File: src/rtl/i2c_tgt_pkg.sv
// Shared types and constants for the I2C register target.
// State encoding, bus acknowledge levels and byte width.
package i2c_tgt_pkg;

    localparam int BYTE_W = 8;

    localparam logic I2C_ACK  = 1'b0;
    localparam logic I2C_NACK = 1'b1;

    typedef enum logic [3:0] {
        ST_IDLE,
        ST_ADDR,
        ST_ADDR_ACK,
        ST_PTR,
        ST_PTR_ACK,
        ST_WDATA,
        ST_WDATA_ACK,
        ST_RDATA,
        ST_RDATA_MACK,
        ST_IGNORE
    } state_e;

endpackage

File: src/rtl/i2c_line_filter.sv
// Synchronizer plus majority-free glitch filter for one I2C line.
// The filtered level moves only after FILT_LEN equal synchronized samples; rise/fall pulse with the change.
module i2c_line_filter #(
    parameter int SYNC_STAGES = 2,
    parameter int FILT_LEN    = 3
) (
    input  logic clk_i,
    input  logic rst_ni,
    input  logic line_i,
    output logic level_o,
    output logic rise_o,
    output logic fall_o
);

    logic [SYNC_STAGES-1:0] sync_q;
    logic [FILT_LEN-2:0]    hist_q;
    logic [SYNC_STAGES:0]   syncChain;
    logic [FILT_LEN-1:0]    window;
    logic                   level_q;
    logic                   rise_q;
    logic                   fall_q;
    logic                   goHigh;
    logic                   goLow;

    assign syncChain = {sync_q, line_i};
    assign window    = {hist_q, sync_q[SYNC_STAGES-1]};
    assign goHigh    = (&window) & ~level_q;
    assign goLow     = ~(|window) & level_q;

    // Idle bus is high, so everything resets high to avoid a false edge after reset.
    always_ff @(posedge clk_i or negedge rst_ni) begin
        if (!rst_ni) begin
            sync_q  <= '1;
            hist_q  <= '1;
            level_q <= 1'b1;
            rise_q  <= 1'b0;
            fall_q  <= 1'b0;
        end else begin
            sync_q <= syncChain[SYNC_STAGES-1:0];
            hist_q <= window[FILT_LEN-2:0];
            rise_q <= goHigh;
            fall_q <= goLow;
            if (goHigh) begin
                level_q <= 1'b1;
            end else if (goLow) begin
                level_q <= 1'b0;
            end
        end
    end

    assign level_o = level_q;
    assign rise_o  = rise_q;
    assign fall_o  = fall_q;

endmodule

File: src/rtl/i2c_target_regs.sv
// I2C target exposing an 8-bit register pointer and an external byte register port.
// Oversamples SCL/SDA, never stretches SCL, drives SDA open-drain through oSDA_OE.
module i2c_target_regs
    import i2c_tgt_pkg::*;
#(
    parameter logic [6:0] DEV_ADDR    = 7'h39,
    parameter int         SYNC_STAGES = 2,
    parameter int         FILT_LEN    = 3
) (
    input  logic              iCLK,
    input  logic              iRST_N,
    input  logic              I2C_SCLK,
    input  logic              I2C_SDAT_IN,
    output logic              oSDA_OE,
    output logic [BYTE_W-1:0] oREG_ADDR,
    output logic [BYTE_W-1:0] oREG_WDATA,
    output logic              oREG_WE,
    input  logic [BYTE_W-1:0] iREG_RDATA,
    output logic              oBUSY,
    output logic              oSTOP
);

    localparam logic [3:0] CNT_FULL = 4'(BYTE_W);

    logic sclLevel, sclRise, sclFall;
    logic sdaLevel, sdaRise, sdaFall;

    i2c_line_filter #(.SYNC_STAGES(SYNC_STAGES), .FILT_LEN(FILT_LEN)) u_sclFilt (
        .clk_i  (iCLK),
        .rst_ni (iRST_N),
        .line_i (I2C_SCLK),
        .level_o(sclLevel),
        .rise_o (sclRise),
        .fall_o (sclFall)
    );

    i2c_line_filter #(.SYNC_STAGES(SYNC_STAGES), .FILT_LEN(FILT_LEN)) u_sdaFilt (
        .clk_i  (iCLK),
        .rst_ni (iRST_N),
        .line_i (I2C_SDAT_IN),
        .level_o(sdaLevel),
        .rise_o (sdaRise),
        .fall_o (sdaFall)
    );

    state_e            state_q, state_d;
    logic [3:0]        bitCnt_q, bitCnt_d;
    logic [BYTE_W-1:0] shift_q, shift_d;
    logic [BYTE_W-1:0] ptr_q, ptr_d;
    logic [BYTE_W-1:0] wdata_q, wdata_d;
    logic              we_q, we_d;
    logic              oe_q, oe_d;
    logic              busy_q, busy_d;
    logic              stop_q, stop_d;
    logic              rw_q, rw_d;

    logic              sclWasHigh;
    logic              startDet;
    logic              stopDet;
    logic              byteDone;
    logic [BYTE_W-1:0] rxByte;

    // SCL level before this cycle, so an SDA edge coinciding with an SCL edge still classifies correctly.
    assign sclWasHigh = (sclLevel & ~sclRise) | sclFall;
    assign startDet   = sdaFall & sclWasHigh;
    assign stopDet    = sdaRise & sclWasHigh;
    assign byteDone   = (bitCnt_q == CNT_FULL);
    assign rxByte     = {shift_q[BYTE_W-2:0], sdaLevel};

    always_comb begin
        state_d  = state_q;
        bitCnt_d = bitCnt_q;
        shift_d  = shift_q;
        ptr_d    = ptr_q;
        wdata_d  = wdata_q;
        we_d     = 1'b0;
        oe_d     = oe_q;
        busy_d   = busy_q;
        stop_d   = 1'b0;
        rw_d     = rw_q;

        if (startDet) begin
            state_d  = ST_ADDR;
            bitCnt_d = '0;
            oe_d     = 1'b0;
        end else if (stopDet) begin
            state_d = ST_IDLE;
            oe_d    = 1'b0;
            busy_d  = 1'b0;
            stop_d  = 1'b1;
        end else begin
            case (state_q)
                ST_ADDR: begin
                    if (sclRise && !byteDone) begin
                        shift_d  = rxByte;
                        bitCnt_d = bitCnt_q + 4'd1;
                    end else if (sclFall && byteDone) begin
                        bitCnt_d = '0;
                        if (shift_q[BYTE_W-1:1] == DEV_ADDR) begin
                            oe_d    = 1'b1;
                            busy_d  = 1'b1;
                            rw_d    = shift_q[0];
                            state_d = ST_ADDR_ACK;
                        end else begin
                            state_d = ST_IGNORE;
                        end
                    end
                end
                ST_ADDR_ACK: begin
                    if (sclFall) begin
                        oe_d     = 1'b0;
                        bitCnt_d = '0;
                        if (!rw_q) begin
                            state_d = ST_PTR;
                        end else begin
                            shift_d  = iREG_RDATA;
                            oe_d     = ~iREG_RDATA[BYTE_W-1];
                            bitCnt_d = 4'd1;
                            state_d  = ST_RDATA;
                        end
                    end
                end
                ST_PTR: begin
                    if (sclRise && !byteDone) begin
                        shift_d  = rxByte;
                        bitCnt_d = bitCnt_q + 4'd1;
                        if (bitCnt_q == CNT_FULL - 4'd1) begin
                            ptr_d = rxByte;
                        end
                    end else if (sclFall && byteDone) begin
                        oe_d     = 1'b1;
                        bitCnt_d = '0;
                        state_d  = ST_PTR_ACK;
                    end
                end
                ST_PTR_ACK: begin
                    if (sclFall) begin
                        oe_d     = 1'b0;
                        bitCnt_d = '0;
                        state_d  = ST_WDATA;
                    end
                end
                ST_WDATA: begin
                    if (sclRise && !byteDone) begin
                        shift_d  = rxByte;
                        bitCnt_d = bitCnt_q + 4'd1;
                        if (bitCnt_q == CNT_FULL - 4'd1) begin
                            wdata_d = rxByte;
                            we_d    = 1'b1;
                        end
                    end else if (sclFall && byteDone) begin
                        oe_d     = 1'b1;
                        bitCnt_d = '0;
                        state_d  = ST_WDATA_ACK;
                    end
                end
                ST_WDATA_ACK: begin
                    if (sclFall) begin
                        oe_d    = 1'b0;
                        ptr_d   = ptr_q + 8'd1;
                        state_d = ST_WDATA;
                    end
                end
                // bitCnt counts bits already placed on the bus; the MSB went out on entry.
                ST_RDATA: begin
                    if (sclFall) begin
                        if (byteDone) begin
                            oe_d     = 1'b0;
                            bitCnt_d = '0;
                            state_d  = ST_RDATA_MACK;
                        end else begin
                            oe_d     = ~shift_q[BYTE_W-2];
                            shift_d  = {shift_q[BYTE_W-2:0], 1'b0};
                            bitCnt_d = bitCnt_q + 4'd1;
                        end
                    end
                end
                // The pointer advances past every byte read, acknowledged or not.
                ST_RDATA_MACK: begin
                    if (sclRise) begin
                        ptr_d = ptr_q + 8'd1;
                        if (sdaLevel == I2C_NACK) begin
                            state_d = ST_IGNORE;
                        end
                    end else if (sclFall) begin
                        shift_d  = iREG_RDATA;
                        oe_d     = ~iREG_RDATA[BYTE_W-1];
                        bitCnt_d = 4'd1;
                        state_d  = ST_RDATA;
                    end
                end
                default: begin
                end
            endcase
        end
    end

    always_ff @(posedge iCLK or negedge iRST_N) begin
        if (!iRST_N) begin
            state_q  <= ST_IDLE;
            bitCnt_q <= '0;
            shift_q  <= '0;
            ptr_q    <= '0;
            wdata_q  <= '0;
            we_q     <= 1'b0;
            oe_q     <= 1'b0;
            busy_q   <= 1'b0;
            stop_q   <= 1'b0;
            rw_q     <= 1'b0;
        end else begin
            state_q  <= state_d;
            bitCnt_q <= bitCnt_d;
            shift_q  <= shift_d;
            ptr_q    <= ptr_d;
            wdata_q  <= wdata_d;
            we_q     <= we_d;
            oe_q     <= oe_d;
            busy_q   <= busy_d;
            stop_q   <= stop_d;
            rw_q     <= rw_d;
        end
    end

    assign oSDA_OE    = oe_q;
    assign oREG_ADDR  = ptr_q;
    assign oREG_WDATA = wdata_q;
    assign oREG_WE    = we_q;
    assign oBUSY      = busy_q;
    assign oSTOP      = stop_q;

endmodule

File: config.mk
export PLATFORM = sky130hd
export DESIGN_NAME = i2c_target_regs
export DESIGN_NICKNAME = d
export VERILOG_FILES = /design/src/rtl/i2c_tgt_pkg.sv /design/src/rtl/i2c_line_filter.sv /design/src/rtl/i2c_target_regs.sv
export SDC_FILE = /design/constraint.sdc
export NUM_CORES = 1
export LEC_CHECK = 0
export CAP_MARGIN = 20
export CORE_AREA = 2 2 88 90
export DETAILED_ROUTE_END_ITERATION = 12
export DIE_AREA = 0 0 90 92
export GPL_TIMING_DRIVEN = 0
export PLACE_DENSITY = 0.68
export SLEW_MARGIN = 10
export SYNTH_ARGS = -nofsm -noshare
export SYNTH_HDL_FRONTEND = slang
export SYNTH_SLANG_ARGS = --single-unit
File: constraint.sdc
create_clock -name iCLK -period 2.2 [get_ports iCLK]
set_clock_uncertainty 0.05 [all_clocks]
set_input_delay 0.22 -clock iCLK [delete_from_list [all_inputs] [get_ports iCLK]]
set_output_delay 0.22 -clock iCLK [all_outputs]
set_load 0.01 [all_outputs]
=== Yosys cells after proc, flatten, opt, wreduce, memory -nomap -nowiden ===
Index checks and enable logic that the tools add are counted.
Widths: inputs -> output; s select.

* Reduce and logical (&&, ||, !) cells: 28
* Equality and inequality tests: 47
* Bitwise gates (word level): 18
* $add $sub $neg: 2
* Mux-type cells: 71

{| class="wikitable"
|+ Operators by type and width
! cell !! count
|-
| $mux 4 || 26
|-
| $mux 8 || 11
|-
| $ne 4x4->1 const B || 10
|-
| $pmux 8 s4 || 1
|-
| $mux 1 || 28
|-
| $pmux 4 s7 || 1
|-
| $pmux 8 s3 || 1
|-
| $eq 4x3->1 const B || 5
|-
| $pmux 4 s5 || 1
|-
| $ne 2x2->1 const B || 7
|-
| $reduce_and 13->1 || 1
|-
| $ne 2x1->1 const B || 6
|-
| $ne 3x2->1 const B || 4
|-
| $ne 4x1->1 const B || 3
|-
| $ne 4x3->1 const B || 3
|-
| $reduce_and 11->1 || 1
|-
| $not 1->1 || 10
|-
| $reduce_and 10->1 || 1
|-
| $reduce_and 5->1 || 2
|-
| $reduce_bool 2->1 || 5
|-
| $reduce_bool 9->1 || 1
|-
| $reduce_or 3->1 || 3
|-
| $add 8x1->8 const B || 1
|-
| $eq 4x2->1 const B || 2
|-
| other kinds (22) || 32
|}

* Logic and storage cells: 186
* Output and inout port bits: 20
* Register bits after elaboration: 51
* Input port bits: 12

=== Logic depth before layout (Yosys ltp) ===
* Word-level depth: 7
* Gate-level depth with buffers: 8
* Depth with buffers taken out: 7

=== Modules after synthesis ===
A second synthesis with hierarchy kept.

* Cell total of the unflattened synthesis: 313
* Area total of the unflattened synthesis: 2976.6 µm²

{| class="wikitable"
|+ By module, submodules not included
! module !! sequential area each (µm²) !! area an instance (µm²) !! instances !! cells each
|-
| i2c_target_regs || 925.9 || 2518.7 || 1 || 285
|-
| i2c_line_filter || 181.4 || 229.0 || 2 || 14
|}

=== Worst setup path before layout ===
No wires, ideal clock.

* Path type: register to register
* From: reg bitCnt_q[0]
* To: reg shift_q[0]
* Buffers on the path: 1
* Arrival: 1982 ps
* Required time: 2025 ps
* Stages on the path, launching flop included: 9
* Clock period less this slack: 2157 ps
* Setup slack: 43 ps
* Cells stage by stage: dfrtp_1 inv_1 ha_1 and3b_1 clkbuf_1 a31oi_1 nor2_1 nor4_4 mux2_2

* Cells in the longest elaborated chain, start to end: 5

{| class="wikitable"
|+ Ends and longest elaborated chain
! element !! line !! RTL
|-
| from (decl) || i2c_target_regs.sv:47 || <nowiki>logic [3:0] bitCnt_q, bitCnt_d;</nowiki>
|-
| from (signal assigned) || i2c_target_regs.sv:212 || <nowiki>bitCnt_q <= bitCnt_d;</nowiki>
|-
| $eq 4x4->1 * || i2c_target_regs.sv:67 || <nowiki>assign byteDone = (bitCnt_q == CNT_FULL);</nowiki>
|-
| $logic_not 1->1 || i2c_target_regs.sv:94, i2c_target_regs.sv:124, i2c_target_regs.sv:144 ||
|-
| $logic_and 1x1->1 || i2c_target_regs.sv:94, i2c_target_regs.sv:124, i2c_target_regs.sv:144 ||
|-
| $ne 2x1->1 (no line) || - ||
|-
| $reduce_and 10->1 (no line) * || - ||
|-
| to (signal assigned) || i2c_target_regs.sv:213 || <nowiki>shift_q <= shift_d;</nowiki>
|-
| to (decl) || i2c_target_regs.sv:48 || <nowiki>logic [BYTE_W-1:0] shift_q, shift_d;</nowiki>
|}

Every way passes the cells marked *; elsewhere a longest branch is shown, timed or not.
A chain may end at the register's enable or synchronous reset.

=== Worst setup path in the final report ===
* From: reg state_q[3]
* To: reg bitCnt_q[3]

* Cells in the longest elaborated chain, start to end: 5

{| class="wikitable"
|+ Ends and longest elaborated chain
! element !! line !! RTL
|-
| from (decl) || i2c_target_regs.sv:46 || <nowiki>state_e state_q, state_d;</nowiki>
|-
| from (signal assigned) || i2c_target_regs.sv:211 || <nowiki>state_q <= state_d;</nowiki>
|-
| $eq 4x3->1, or another cell as far along || i2c_target_regs.sv:92 || <nowiki>case (state_q)</nowiki>
|-
| $reduce_or 3->1 (no line) || - ||
|-
| $pmux 4 s5 || i2c_target_regs.sv:92 ||
|-
| $mux 4 || i2c_target_regs.sv:86 || <nowiki>end else if (stopDet) begin</nowiki>
|-
| $mux 4 || i2c_target_regs.sv:82 || <nowiki>if (startDet) begin</nowiki>
|}

Parallel ways exist; a longest one is shown, timed or not. The select of a mux whose other input is x is not followed.

==> reports/metrics.yaml <==
slew_viol_final: 0
critical_path.max_fanout: 10
nNetsFinal: 357
cts_made_buffers: 5
intPower_uw: 2560
arrival_ps: 2310
die_x_um: 90
track_usage: 0.180
clock_sinks: 51
cp_cell_sequence: "buf_2, or4bb_1, o2111ai_1, and3_1, nand3_1, o41ai_2"
outcome: "complete, no violations"
p_leak_uw: 0.00148
swShare: 0.425
synthCells: 295
first_iter_violations: 313
slowest_delay_ps: 510
p_clk_frac: 0.152
place_inst: 429
wire_per_inst_um: 16.8
initial_core_util: 0.387
fin_crit_ps: 2160
synthSimpleGateAreaFrac: 0.206
die_h_um: 92
synth_cell_type_count: 63
row_count: 32
fmax_ghz: 0.463
synth_area_um2: 2880
die-area_um2: 8280
worst_slack_ps: 39.7
finalSetupViolCount: 0
pwr-share-comb: 0.525
hp-class: "in -> reg"
hold_viol_final: 0
synthXorXnorAreaFrac: 0.00304
yosys-top-cells-area: "dfrtp_1 36%, dfstp_2 9.1%, mux2_2 6.6%, nand2_1 4.2%, a21oi_1 4.0%"
synth_top_area_share: 0.356
synth_ff_type: "dfrtp_1"
rsz0062_at_grt: "yes"
htree_levels: 2
utilization: 0.491
wirelength_um: 7460
core_area_um2: 7450
grt_max_degree: 39
finalPower_uw: 4460
gp_congestion: 0.913
holdWs_ps: 262
endpoint_kind: "flip-flop"
synth_nets: 310
muxShareOfSynthArea: 0.0803
instances_no_fill: 445
yosysSeqAreaShare: 0.447
synth-seq-cells: 51
synth_top_family_by_area: "compound AO/OA/AOI/OAI gates"
cp_slowest_cell: "or4bb_1"
p_switching_uw: 1890
avgViaCountPerCell: 5.73
remaining_drc_errors: 0
cts.path.max_buffers: 2
io_pins: 32
critPathKind: "reg -> reg"
hpwlAfterDp_um: 5100
synth-async-reset-ratio: 1.00
final_cell_mix: "40 x dfrtp_1, 32 x nand2_1, 30 x clkdlybuf4s50_1"
vdd_drop_max_uv: 570
dr.pass1.iters: 5
mostFrequentLayoutCell: "dfrtp_1"
tritoncts: "yes"
vias: 2552
synth-edff-count: 0
synth_compound_area_frac: 0.209
ys_warn_count: 0
pre_cts_ws_ps: -229
crit_path_start_kind: "flip-flop"
reg2reg_setup_slack_ps: 40
tightest_slew_ps: 751
area_growth_syn_to_layout_pct: 26.9
finalCritPeriodShare: 0.982
gr-total-overflow: 0
grt_pass1_vias: 2422
antenna_left: 0
grt_pass1_wl_um: 12100
clk_pin_slew_ps: 110
synthDominantAreaCellType: "dfrtp_1"
synth.avg_cell_area_um2: 9.77
port_buffers: 31
cts_root_buffer: "clkbuf_8"
max-cap-violations: 0
power.density_nw_per_um2: 1220
synthAdderAreaFrac: 0.0130
diodes: 0
crit_required_ps: 2350
seqPwrFrac: 0.322
clock_latency_ps: 310
relSlewSlack: 0.499
antenna_found_initial: 0
drive_above_1_share: 0.245
## metal layers
layer / GRT usage / wire length [um]
met3: 0.0296 / 433
met1: 0.272 / 3500
met4: 0.0513 / 95
met5: 0 / 0
met2: 0.265 / 3430
## kinds of logic (layout without fill, tap and decap cells)
kind of cell / Yosys count / count (layout)
AO/OA/AOI/OAI: 87 / 87
XOR/XNOR: 1 / 1
adder cells (fa/ha/maj): 3 / 3
buffers and inverters: 27 / 75
flip-flops: 51 / 51
multiplexers: 21 / 21
AND/OR/NAND/NOR: 105 / 105
## through the flow
step           TNS, ps  cell area [um2]
5_1_grt           -265             3660
4_1_cts              0             3530
6_report             0             3660
3_5_place_dp     -2760             3330
3_3_place_gp    -29460             3320
2_1_floorplan        0             2880
## Yosys cell counts (all sizes together) (4+ instances only)
master	n
o21ai	17
a31oi	4
nor2	12
nor4	4
dfstp	10
nor3	5
and3	4
nand2b	11
clkbuf	8
inv	10
o22ai	5
mux2	17
dfrtp	41
nand3	13
nand2	32
a21oi	24
mux2i	4
buf	9
## area by class of cell
class	count	area, um2
multi-input cells	217	1590
plain buffers	15	80.1
clock inverters	3	42.5
clock buffers	5	68.8
flip-flops and latches	51	1290
fillers	716	3790
inverters	10	37.5
well taps	102	128
repair buffers	42	419
## power groups by stage
stage | sequential, uW | clock [uW] | combinational [uW]
final | 1440 | 678 | 2340
after detailed placement | 1430 | 0 | 2110
after floorplan | 1390 | 0 | 1520
after global placement | 1420 | 0 | 2090
after global routing | 1480 | 720 | 2550
after CTS | 1420 | 690 | 2180
## worst max-delay path, delay by kind of cell, from the launching register on
kind            cells  cell delay [ps]
compound gates      2              440
buf+inv             1              220
simple gates        3              880
flops               1              460
## registers in the layout, indices dropped and copies added, names as in the netlist, 2 cells and up
| register | flops |
|---|---|
| bitCnt_q | 4 |
| oREG_ADDR | 8 |
| oREG_WDATA | 8 |
| shift_q | 8 |
| state_q | 4 |
| u_sclFilt.hist_q | 2 |
| u_sclFilt.sync_q | 2 |
| u_sdaFilt.hist_q | 2 |
| u_sdaFilt.sync_q | 2 |
## final timing paths
kind / start / endpoint / cells past startpoint
setup reg to reg: state_q[3] / bitCnt_q[3] / 6
max in group asynchronous: iRST_N / u_sclFilt.level_o / 3
min in group asynchronous: iRST_N / state_q[1] / 2
setup / recovery: state_q[3] / bitCnt_q[3] / 6
hold / removal: I2C_SCLK / u_sclFilt.sync_q[0] / 1
hold reg to reg: u_sdaFilt.sync_q[0] / u_sdaFilt.sync_q[1] / 0
## repair_timing
action,4_1_cts,5_1_grt
hold endpoints to repair,13,0
hold buffers,1,0
setup endpoints to repair,28,21
buffers inserted,5,4
pin swaps,3,4
resized for setup,12,24
Note: power is estimated with default switching activity, not from simulation.
